$ cat src/rtl/phase_unwrap_sequencer_pkg.sv
// Shared definitions for the phase unwrapper sequencer: state encoding and Q21 phase constants.
package phase_unwrap_pkg;

  typedef enum logic [2:0] {
    ST_IDLE     = 3'd0,
    ST_QUALIFY  = 3'd1,
    ST_TRACK    = 3'd2,
    ST_RECENTER = 3'd3,
    ST_FAULT    = 3'd4
  } pu_state_t;

  localparam int PI_Q21     = 6588397;
  localparam int TWO_PI_Q21 = 13176795;

endpackage

$ cat src/rtl/phase_unwrap_sequencer_if.sv
// Amplitude/phase sample stream from the LMS detector, one valid shared by both fields.
interface phase_unwrap_sequencer_if #(
  parameter int AM_WIDTH = 24,
  parameter int PH_WIDTH = 24
);
  logic signed [AM_WIDTH-1:0] am_tdata;
  logic signed [PH_WIDTH-1:0] ph_tdata;
  logic                       tvalid;

  modport master (output am_tdata, output ph_tdata, output tvalid);
  modport slave  (input  am_tdata, input  ph_tdata, input  tvalid);
endinterface

$ cat src/rtl/phase_unwrap_sequencer_turn.sv
// Wrap detector on consecutive wrapped-phase samples plus a saturating signed turn counter.
module phase_turn_counter
  import phase_unwrap_pkg::*;
#(
  parameter int PH_WIDTH   = 24,
  parameter int TURN_WIDTH = 16
) (
  input  logic                         aclk,
  input  logic                         reset,
  input  logic                         clr,
  input  logic                         en,
  input  logic signed [PH_WIDTH-1:0]   ph,
  input  logic signed [PH_WIDTH-1:0]   ph_prev,
  output logic signed [TURN_WIDTH-1:0] turn_count
);

  localparam logic signed [PH_WIDTH:0]     PI_W  = (PH_WIDTH+1)'(PI_Q21);
  localparam logic signed [TURN_WIDTH-1:0] T_MAX = {1'b0, {(TURN_WIDTH-1){1'b1}}};
  localparam logic signed [TURN_WIDTH-1:0] T_MIN = {1'b1, {(TURN_WIDTH-1){1'b0}}};

  // One extra bit so the difference of two full-range samples cannot overflow.
  logic signed [PH_WIDTH:0] d;
  assign d = {ph[PH_WIDTH-1], ph} - {ph_prev[PH_WIDTH-1], ph_prev};

  always_ff @(posedge aclk) begin
    if (reset) begin
      turn_count <= '0;
    end else if (clr) begin
      turn_count <= '0;
    end else if (en) begin
      if (d > PI_W) begin
        if (turn_count != T_MIN) turn_count <= turn_count - TURN_WIDTH'(1);
      end else if (d < -PI_W) begin
        if (turn_count != T_MAX) turn_count <= turn_count + TURN_WIDTH'(1);
      end
    end
  end

endmodule

$ cat src/rtl/phase_unwrap_sequencer.sv
// Qualifies the detector signal, gates the unwrapper enable and supervises unwrapped phase range.
//   state    | meaning
//   IDLE     | disarmed, unwrapper off, counters cleared
//   QUALIFY  | counting consecutive above-threshold samples
//   TRACK    | unwrapper on, turns counted, range and lock supervised
//   RECENTER | unwrapper held off for RECENTER_CYCLES clocks to clear it
//   FAULT    | over-range latched, waits for arm to drop
module phase_unwrap_sequencer
  import phase_unwrap_pkg::*;
#(
  parameter int AM_WIDTH        = 24,
  parameter int PH_WIDTH        = 24,
  parameter int UW_WIDTH        = 32,
  parameter int QCNT_WIDTH      = 16,
  parameter int TURN_WIDTH      = 16,
  parameter int RECENTER_CYCLES = 4
) (
  input  logic                         aclk,
  input  logic                         reset,
  input  logic                         arm,
  input  logic                         auto_recenter,
  input  logic signed [AM_WIDTH-1:0]   amp_threshold,
  input  logic [QCNT_WIDTH-1:0]        qualify_count,
  input  logic [UW_WIDTH-2:0]          phase_limit,
  phase_unwrap_sequencer_if.slave      s_axis,
  input  logic signed [UW_WIDTH-1:0]   unwrapped_tdata,
  output logic                         unwrap_enable,
  output logic signed [TURN_WIDTH-1:0] turn_count,
  output logic [7:0]                   recenter_count,
  output logic [2:0]                   state,
  output logic                         locked,
  output logic                         fault
);

  localparam int BW = $clog2(RECENTER_CYCLES + 1);

  pu_state_t                 st;
  logic [QCNT_WIDTH-1:0]     qcnt;
  logic [BW-1:0]             blank;
  logic [BW-1:0]             rc_cnt;
  logic signed [PH_WIDTH-1:0] ph_prev;

  logic [QCNT_WIDTH-1:0] qual_target;
  logic [QCNT_WIDTH-1:0] qcnt_inc;
  logic                  amp_ok, sample_hi, sample_lo;
  logic [UW_WIDTH-1:0]   uw_abs;
  logic [UW_WIDTH-2:0]   uw_mag;
  logic                  over_rng, lose_lock, turn_clr, turn_en;

  assign qual_target = (qualify_count == '0) ? QCNT_WIDTH'(1) : qualify_count;
  assign qcnt_inc    = qcnt + QCNT_WIDTH'(1);
  assign amp_ok      = s_axis.am_tdata >= amp_threshold;
  assign sample_hi   = s_axis.tvalid && amp_ok;
  assign sample_lo   = s_axis.tvalid && !amp_ok;

  // Negating the most negative value leaves the MSB set; clamp that case to full scale.
  assign uw_abs = unwrapped_tdata[UW_WIDTH-1] ? -unwrapped_tdata : unwrapped_tdata;
  assign uw_mag = uw_abs[UW_WIDTH-1] ? {(UW_WIDTH-1){1'b1}} : uw_abs[UW_WIDTH-2:0];

  assign over_rng  = (st == ST_TRACK) && (blank == '0) && (uw_mag > phase_limit);
  assign lose_lock = (st == ST_TRACK) && sample_lo && (qcnt_inc >= qual_target);

  // Clear lands on the same edge as the state change that demands it; FAULT freezes the count.
  assign turn_clr = !arm || (st == ST_IDLE) || (st == ST_QUALIFY) || (st == ST_RECENTER) ||
                    (over_rng && auto_recenter) || (!over_rng && lose_lock);
  assign turn_en  = (st == ST_TRACK) && s_axis.tvalid;

  phase_turn_counter #(
    .PH_WIDTH   (PH_WIDTH),
    .TURN_WIDTH (TURN_WIDTH)
  ) u_turn (
    .aclk       (aclk),
    .reset      (reset),
    .clr        (turn_clr),
    .en         (turn_en),
    .ph         (s_axis.ph_tdata),
    .ph_prev    (ph_prev),
    .turn_count (turn_count)
  );

  always_ff @(posedge aclk) begin
    if (reset) begin
      st             <= ST_IDLE;
      qcnt           <= '0;
      blank          <= '0;
      rc_cnt         <= '0;
      recenter_count <= '0;
      ph_prev        <= '0;
    end else begin
      if (s_axis.tvalid) ph_prev <= s_axis.ph_tdata;

      if (!arm) begin
        st             <= ST_IDLE;
        qcnt           <= '0;
        blank          <= '0;
        rc_cnt         <= '0;
        recenter_count <= '0;
      end else begin
        case (st)
          ST_IDLE: begin
            st             <= ST_QUALIFY;
            qcnt           <= '0;
            recenter_count <= '0;
          end
          ST_QUALIFY: begin
            if (sample_hi) begin
              if (qcnt_inc >= qual_target) begin
                st    <= ST_TRACK;
                qcnt  <= '0;
                blank <= BW'(RECENTER_CYCLES);
              end else begin
                qcnt <= qcnt_inc;
              end
            end else if (sample_lo) begin
              qcnt <= '0;
            end
          end
          ST_TRACK: begin
            if (blank != '0) blank <= blank - BW'(1);
            if (over_rng) begin
              qcnt <= '0;
              if (auto_recenter) begin
                st     <= ST_RECENTER;
                rc_cnt <= BW'(RECENTER_CYCLES - 1);
                if (recenter_count != 8'hFF) recenter_count <= recenter_count + 8'd1;
              end else begin
                st <= ST_FAULT;
              end
            end else if (lose_lock) begin
              st   <= ST_QUALIFY;
              qcnt <= '0;
            end else if (sample_lo) begin
              qcnt <= qcnt_inc;
            end else if (sample_hi) begin
              qcnt <= '0;
            end
          end
          ST_RECENTER: begin
            if (rc_cnt == '0) begin
              st    <= ST_TRACK;
              qcnt  <= '0;
              blank <= BW'(RECENTER_CYCLES);
            end else begin
              rc_cnt <= rc_cnt - BW'(1);
            end
          end
          ST_FAULT: st <= ST_FAULT;
          default:  st <= ST_IDLE;
        endcase
      end
    end
  end

  assign state         = st;
  assign unwrap_enable = (st == ST_TRACK);
  assign locked        = (st == ST_TRACK);
  assign fault         = (st == ST_FAULT);

endmodule
$ cat src/flat_wrapper.sv
// flat-port wrapper written by rule: the top's interface ports become plain ports
module phase_unwrap_sequencer_flat import phase_unwrap_pkg::*;
#(
  parameter int AM_WIDTH        = 24,
  parameter int PH_WIDTH        = 24,
  parameter int UW_WIDTH        = 32,
  parameter int QCNT_WIDTH      = 16,
  parameter int TURN_WIDTH      = 16,
  parameter int RECENTER_CYCLES = 4
)
  (aclk, reset, arm, auto_recenter, amp_threshold, qualify_count, phase_limit, unwrapped_tdata, unwrap_enable, turn_count, recenter_count, state, locked, fault, s_axis_am_tdata, s_axis_ph_tdata, s_axis_tvalid);
  phase_unwrap_sequencer_if #(.AM_WIDTH(AM_WIDTH), .PH_WIDTH(PH_WIDTH)) s_axis_i ();
  input  logic aclk;
  input  logic reset;
  input  logic arm;
  input  logic auto_recenter;
  input  logic signed [AM_WIDTH-1:0] amp_threshold;
  input  logic [QCNT_WIDTH-1:0] qualify_count;
  input  logic [UW_WIDTH-2:0] phase_limit;
  input  logic signed [UW_WIDTH-1:0] unwrapped_tdata;
  output logic unwrap_enable;
  output logic signed [TURN_WIDTH-1:0] turn_count;
  output logic [7:0] recenter_count;
  output logic [2:0] state;
  output logic locked;
  output logic fault;
  input wire logic [$bits(s_axis_i.am_tdata)-1:0] s_axis_am_tdata;
  input wire logic [$bits(s_axis_i.ph_tdata)-1:0] s_axis_ph_tdata;
  input wire logic [$bits(s_axis_i.tvalid)-1:0] s_axis_tvalid;
  assign s_axis_i.am_tdata = s_axis_am_tdata;
  assign s_axis_i.ph_tdata = s_axis_ph_tdata;
  assign s_axis_i.tvalid = s_axis_tvalid;
  phase_unwrap_sequencer #(.AM_WIDTH(AM_WIDTH), .PH_WIDTH(PH_WIDTH), .UW_WIDTH(UW_WIDTH), .QCNT_WIDTH(QCNT_WIDTH), .TURN_WIDTH(TURN_WIDTH), .RECENTER_CYCLES(RECENTER_CYCLES)) u_core (.aclk(aclk), .reset(reset), .arm(arm), .auto_recenter(auto_recenter), .amp_threshold(amp_threshold), .qualify_count(qualify_count), .phase_limit(phase_limit), .s_axis(s_axis_i), .unwrapped_tdata(unwrapped_tdata), .unwrap_enable(unwrap_enable), .turn_count(turn_count), .recenter_count(recenter_count), .state(state), .locked(locked), .fault(fault));
endmodule
$ cat config.mk
export PLATFORM = sky130hd
export DESIGN_NAME = phase_unwrap_sequencer_flat
export DESIGN_NICKNAME = d
export VERILOG_FILES = /design/src/rtl/phase_unwrap_sequencer_pkg.sv /design/src/rtl/phase_unwrap_sequencer_if.sv /design/src/rtl/phase_unwrap_sequencer_turn.sv /design/src/rtl/phase_unwrap_sequencer.sv /design/src/flat_wrapper.sv
export SDC_FILE = /design/constraint.sdc
export NUM_CORES = 1
export LEC_CHECK = 0
export CAP_MARGIN = 20
export CORE_MARGIN = 4
export CORE_UTILIZATION = 50
export DETAILED_ROUTE_END_ITERATION = 10
export GPL_TIMING_DRIVEN = 0
export PLACE_DENSITY = 0.79
export SYNTH_ARGS = -nofsm -noshare
export SYNTH_HDL_FRONTEND = slang
export SYNTH_SLANG_ARGS = --single-unit
$ cat constraint.sdc
create_clock -name aclk -period 7.3 [get_ports aclk]
set_input_delay 0.73 -clock aclk [delete_from_list [all_inputs] [get_ports aclk]]
set_output_delay 0.73 -clock aclk [all_outputs]
set_load 0.02 [all_outputs]
==> results of run 1 <==
## power by group through the flow
stage / clock (mW) / combinational [mW] / sequential, mW
after global placement: 0 / 0.491 / 0.421
after detailed placement: 0 / 0.501 / 0.421
after global routing: 0.559 / 0.571 / 0.413
after CTS: 0.541 / 0.505 / 0.412
final: 0.531 / 0.509 / 0.412
after floorplan: 0 / 0.329 / 0.421
## cell type report
| cell class | count | area [sq um] | area share |
|---|---|---|---|
| inverters | 121 | 454 | 0.0422 |
| plain buffers | 44 | 209 | 0.0194 |
| clock buffers | 10 | 239 | 0.0222 |
| well taps | 216 | 270 | 0.0251 |
| clock inverters | 6 | 115 | 0.0107 |
| multi-input cells | 849 | 6190 | 0.575 |
| flip-flops and latches | 73 | 1460 | 0.136 |
| repair buffers | 183 | 1830 | 0.170 |
## synthesized netlist by cell type, drive strengths merged (5+ instances only)
library cell	count
nor2b	18
nor3	26
o21ai	38
clkbuf	33
a31oi	8
a21o	31
xnor2	20
nor4	13
a211oi	7
o2111ai	8
and4	5
and3	23
or3	7
or4	8
o31a	6
a22o	9
xor2	44
dfxtp	73
a22oi	22
o211ai	13
o21a	10
ha	103
o311ai	5
nand4	18
nand3	33
nand2	100
inv	121
o31ai	21
nand2b	24
and2	9
mux2i	45
buf	11
nor2	74
o41ai	5
a21oi	48
## cell usage in the layout (no fill, tap or decap), types with 36 or more instances in the layout
cell type and count:
xor2_1 44, ha_1 103, mux2i_1 45, o21ai_0 36, clkdlybuf4s50_1 183, inv_1 121
a21oi_1 47, nor2_1 74, dfxtp_1 73, nand2_1 100
## metrics by stage
stage,TNS [ns],hold slack [ns]
after global routing,0,0.493
final,0,0.471
after detailed placement,-13.72,0.457
after CTS,0,0.470
after global placement,-12.03,0.443
after floorplan,0,0.436
## critical path, cell delays in order
cell and delay, ns:
clkdlybuf4s50_1 0.49, nor3_1 0.28, nand3_1 0.13, or2_2 0.33
nand2b_1 0.16, or4_1 0.51, or3_1 0.35, or4_1 0.53
nor3_4 0.25, nand3_4 0.17, o211ai_1 0.17, ha_1 0.28
nor2b_1 0.13, o21a_1 0.16, o21a_1 0.16, o21ai_0 0.15
a21oi_1 0.09, o311a_1 0.41, o21ai_4 0.26, nand2_1 0.12
o311a_2 0.53, clkbuf_2 0.24, clkbuf_2 0.25, nand2_1 0.11
mux2i_1 0.07
## kinds of logic (layout without fill, tap and decap cells)
family	after synthesis	in the layout	synth area share
xor gates and xnor gates	64	64	0.0678
muxes	46	46	0.0558
adders and majority gates	104	104	0.158
AOI/OAI and AO/OA	264	264	0.233
buffers and inverters	165	364	0.0796
and+or+nand+nor	371	371	0.229
DFF	73	73	0.177
## flip-flops by register name, indices dropped and copies added (netlist names)
| signal | cells |
|---|---|
| u_core.blank | 3 |
| u_core.rc_cnt | 3 |
| u_core.recenter_count | 8 |
| u_core.state | 3 |
| u_core.ph_prev | 24 |
| u_core.qcnt | 16 |
| u_core.u_turn.turn_count | 16 |
## per-layer routing
metal	part of all wire	wire length, um	up-vias
met4	0.014	312	0
met3	0.056	1250	25
met2	0.47	10400	222
met1	0.46	10100	3839
met5	0	0	-
li1	-	-	4299
## what timing repair did
action / in CTS / in global routing
endpoints found under the setup margin: 14 / 38
gates resized for setup: 4 / 10
buffers inserted: 0 / 0
## final timing paths
| path | start | to | slack (ns) | depth (start not counted) |
|---|---|---|---|---|
| setup reg to reg | u_core.ph_prev[4] | u_core.u_turn.turn_count[12] | 1.83 | 22 |
| hold / removal | u_core.blank[0] | u_core.blank[0] | 0.47 | 2 |
| setup / recovery | unwrapped_tdata[4] | u_core.u_turn.turn_count[5] | 0.44 | 25 |
| hold reg to reg | u_core.blank[0] | u_core.blank[0] | 0.47 | 2 |
==> flow_summary.yaml, run 1 <==
outcome:
  outcome: "complete, no violations"
global_routing:
  grt_max_degree: 14
  grt_use_met3: 0.0412
  gr-total-overflow: 0
  track_usage: 0.238
  grt_pass1_vias: 8076
  grt_pass1_wl_um: 37200
  met1_usage: 0.306
  grt.busiest_layer: "met2"
  antenna_found_initial: 0
  globalRouteMet2Util: 0.416
timing:
  fin_skew_ns: 0.0104
  maxSlewHeadroom: 0.326
  finalMaxSlewViolations: 0
  fin_crit_sh: 0.939
  worst_slew_pin_slew_ns: 1.00
  max_freq_mhz: 146
  layout_setup_ws_ns: 0.444
  period_needed_ns: 6.86
  finalHoldViolCount: 0
  rsz0062_at_grt: "no"
  setup_viol: 0
pwr:
  swShare: 0.314
  total_power_mw: 1.45
  ir_drop_v: 0.000126
  p_leak_nw: 4.75
  p_per_area_nw_per_um2: 135
  internal_power_mw: 0.997
  p_switching_mw: 0.455
  p_seq_frac: 0.284
  p_comb_frac: 0.350
  pwr-share-clk: 0.365
logic_synthesis:
  syn_area_sq_um: 8270
  synthFlopType: "dfxtp_1"
  yosysWarnings: 0
  synth_top_area_share: 0.177
  synthCells: 1087
  synth_edf_count: 0
  syn_avg_cell_area_sq_um: 7.61
  yosysTopAreaCell: "dfxtp_1"
  synth_area_leaders: "dfxtp_1, ha_1, inv_1, mux2i_1, xor2_1"
  seq_area_frac_synth: 0.177
  synthesis.nets: 1347
  synth_seq_cells: 73
  ys_types: 74
  async_flop_share: 0
die:
  io_pins: 186
  initial_core_util: 0.515
  chipHeight_um: 137
  rows: 46
  die_area_sq_um: 18700
  die_width_um: 137
  coreArea_sq_um: 16100
routing:
  via_count: 8385
  drt_iter0_markers: 500
  ant_nets: 0
  drt-vias-per-instance: 5.58
  wl_per_cell_um: 14.7
  drc_errors: 0
  wl_um: 22100
  firstDrtPassIters: 5
worst_setup_path:
  cp_max_fo: 10
  crit_type: "in2reg"
  endpoint_kind: "register"
  worstPathRequired_ns: 7.53
  start_kind: "input pin"
  critPathArrivalTime_ns: 7.09
clock_tree:
  clk_latency_ns: 0.35
  cts_buffers: 9
  htree_levels: 3
  clk_path_buf_depth: 2
  cts_root_buf: "clkbuf_16"
  ctsHoldBuffers: 0
  clkTransAtPathRegs_ns: 0.07
  cts_tree: "yes"
  cts_num_sinks: 73
layout:
  areaGrowthSynthToFinish_pct: 30.2
  drive_gt1_frac: 0.0459
  final_cells: 1502
  nets: 1541
  final_area_sq_um: 10800
  antennaDiodeCount: 0
  fillers: 1348
  final_util: 0.671
place:
  dp.cells: 1486
  placed_cell_area_sq_um: 10400
  dp_hpwl_um: 17800
  gp_congestion: 0.929
  io_buffers: 183
  pre_cts_slack_ns: -0.853
job:
  maxCapViolations: 0
worst_hold_path:
  hold_class: "reg2reg"
Power figures use the tool's default switching activity.
==> run 2, diff against run 1 <==
--- a/config.mk
+++ b/config.mk
@@ -11,6 +11,7 @@
 export DETAILED_ROUTE_END_ITERATION = 10
 export GPL_TIMING_DRIVEN = 0
 export PLACE_DENSITY = 0.79
+export SLEW_MARGIN = 15
 export SYNTH_ARGS = -nofsm -noshare
 export SYNTH_HDL_FRONTEND = slang
 export SYNTH_SLANG_ARGS = --single-unit
==> results of run 2 <==
Final layout, timing and power as in run 1 (identical DEF).
==> run 3, diff against run 2 <==
--- a/config.mk
+++ b/config.mk
@@ -8,6 +8,7 @@
 export CAP_MARGIN = 20
 export CORE_MARGIN = 4
 export CORE_UTILIZATION = 50
+export CTS_BUF_LIST = sky130_fd_sc_hd__clkbuf_4 sky130_fd_sc_hd__clkbuf_8
 export DETAILED_ROUTE_END_ITERATION = 10
 export GPL_TIMING_DRIVEN = 0
 export PLACE_DENSITY = 0.79
==> flow_summary.yaml, run 3 (synthesis gave the netlist of run 1 again) <==
outcome:
  outcome: "complete, no violations"
global_routing:
  grt_max_degree: 14
  antenna_found_initial: 0
  grt_pass1_vias: 8045
  track_usage: 0.236
  gr-total-overflow: 0
  grt_pass1_wl_um: 37000
clock_tree:
  cts_root_buf: "clkbuf_8"
  clkTransAtPathRegs_ns: 0.08
  cts_tree: "yes"
  htree_levels: 3
  clk_latency_ns: 0.37
  cts_num_sinks: 73
  ctsHoldBuffers: 0
  clk_path_buf_depth: 2
  cts_buffers: 9
layout:
  final_cell_mix: "clkdlybuf4s50_1, inv_1, ha_1"
  final_area_sq_um: 10700
  drive_gt1_frac: 0.0459
  final_util: 0.664
  nets: 1541
  largest_reg_flops: 24
  areaGrowthSynthToFinish_pct: 28.9
  final_common_cell: "clkdlybuf4s50_1"
  top_register: "u_core.ph_prev"
  antennaDiodeCount: 0
  top_regs: "u_core.ph_prev (24), u_core.qcnt (16), u_core.u_turn.turn_count (16)"
worst_setup_path:
  endpoint_kind: "register"
  worstPathRequired_ns: 7.55
  rr_worst_depth: 23
  cp_max_fo: 10
  reg2reg_from: "u_core.ph_prev[12]"
  startpoint: "unwrapped_tdata[4]"
  slowest_stage: "o311a_2"
  crit_type: "in2reg"
  critPathArrivalTime_ns: 7.10
  reg2reg_slack_ns: 1.86
  start_kind: "input pin"
  max_stage_delay_ns: 0.53
  r2r_end: "u_core.u_turn.turn_count[12]"
timing:
  fin_skew_ns: 0.0168
  finalMaxSlewViolations: 0
  maxSlewHeadroom: 0.333
  finalHoldViolCount: 0
  period_needed_ns: 6.85
  rsz0062_at_grt: "no"
  setup_viol: 0
  fin_crit_sh: 0.939
  worst_slew_pin_slew_ns: 0.992
  max_freq_mhz: 146
  layout_setup_ws_ns: 0.448
routing:
  drt_iter0_markers: 511
  wl_um: 22000
  firstDrtPassIters: 5
  drc_errors: 0
  wl_per_cell_um: 14.6
  via_count: 8429
  ant_nets: 0
  drt-vias-per-instance: 5.61
worst_hold_path:
  hold_path_depth: 2
  hold_end: "u_core.blank[0]"
  holdCritStartpoint: "u_core.blank[0]"
  hold_class: "reg2reg"
die:
  io_pins: 186
  coreArea_sq_um: 16100
  chipHeight_um: 137
  die_area_sq_um: 18700
  initial_core_util: 0.515
  rows: 46
  die_width_um: 137
place:
  placed_cell_area_sq_um: 10400
  io_buffers: 183
  pre_cts_slack_ns: -0.853
  gp_congestion: 0.929
  dp_hpwl_um: 17800
pwr:
  ir_drop_v: 0.000111
  p_leak_nw: 4.70
  p_per_area_nw_per_um2: 125
  total_power_mw: 1.33
job:
  maxCapViolations: 0
run 3: cell counts in the layout (fill, tap and decap cells not counted):
No cell type changed its count.
run 3: layer usage:
metal / vias to the layer above / track usage / routed length, um
met4: 0 / 0.0655 / 350
met5: - / 0 / 0
met1: 3872 / 0.304 / 9990
li1: 4299 / - / -
met3: 26 / 0.0327 / 1280
met2: 232 / 0.413 / 10400
run 3: final cells by class:
class,count,area [sq um]
Sequential cell,73,1460
Fill cell,1356,5400
Multi-Input combinational cell,849,6180
Tap cell,216,270
Buffer,44,209
Clock inverter,6,115
Timing Repair Buffer,183,1830
Clock buffer,10,138
Inverter,121,454
run 3: repair_timing:
item                       4_1_cts  5_1_grt
buffers inserted                 0        0
setup endpoints to repair       11       37
gates resized for setup          4        9
run 3: worst max path at each step:
stage	end	slack (ns)	depth (start not counted)
after global placement	u_core.u_turn.turn_count[12]	-0.80	26
after CTS	u_core.u_turn.turn_count[4]	0.09	26
final	u_core.u_turn.turn_count[4]	0.45	25
after floorplan	u_core.u_turn.turn_count[5]	0.92	24
after detailed placement	u_core.u_turn.turn_count[8]	-0.85	25
after global routing	u_core.u_turn.turn_count[3]	0.02	25
run 3: worst max-delay path: cells and delay by family:
family	cells	cell delay (ns)
buffers and inverters	3	0.97
and+or+nand+nor	12	3.10
muxes	1	0.06
adders and majority gates	1	0.28
AOI/OAI and AO/OA	8	1.93
run 3: through the flow:
stage / std cells / hold WS, ns / setup TNS (ns)
final: 1502 / 0.473 / 0
after CTS: 1502 / 0.474 / 0
after global placement: 1486 / 0.443 / -12.03
after floorplan: 1087 / 0.436 / 0
after detailed placement: 1486 / 0.457 / -13.72
after global routing: 1502 / 0.496 / 0
run 3: power breakdown:
part | switching, mW | leakage, nW | total (mW) | internal (mW)
clock | 0.173 | 0.123 | 0.411 | 0.238
combinational | 0.263 | 3.98 | 0.508 | 0.245
sequential | 0.00497 | 0.593 | 0.412 | 0.407
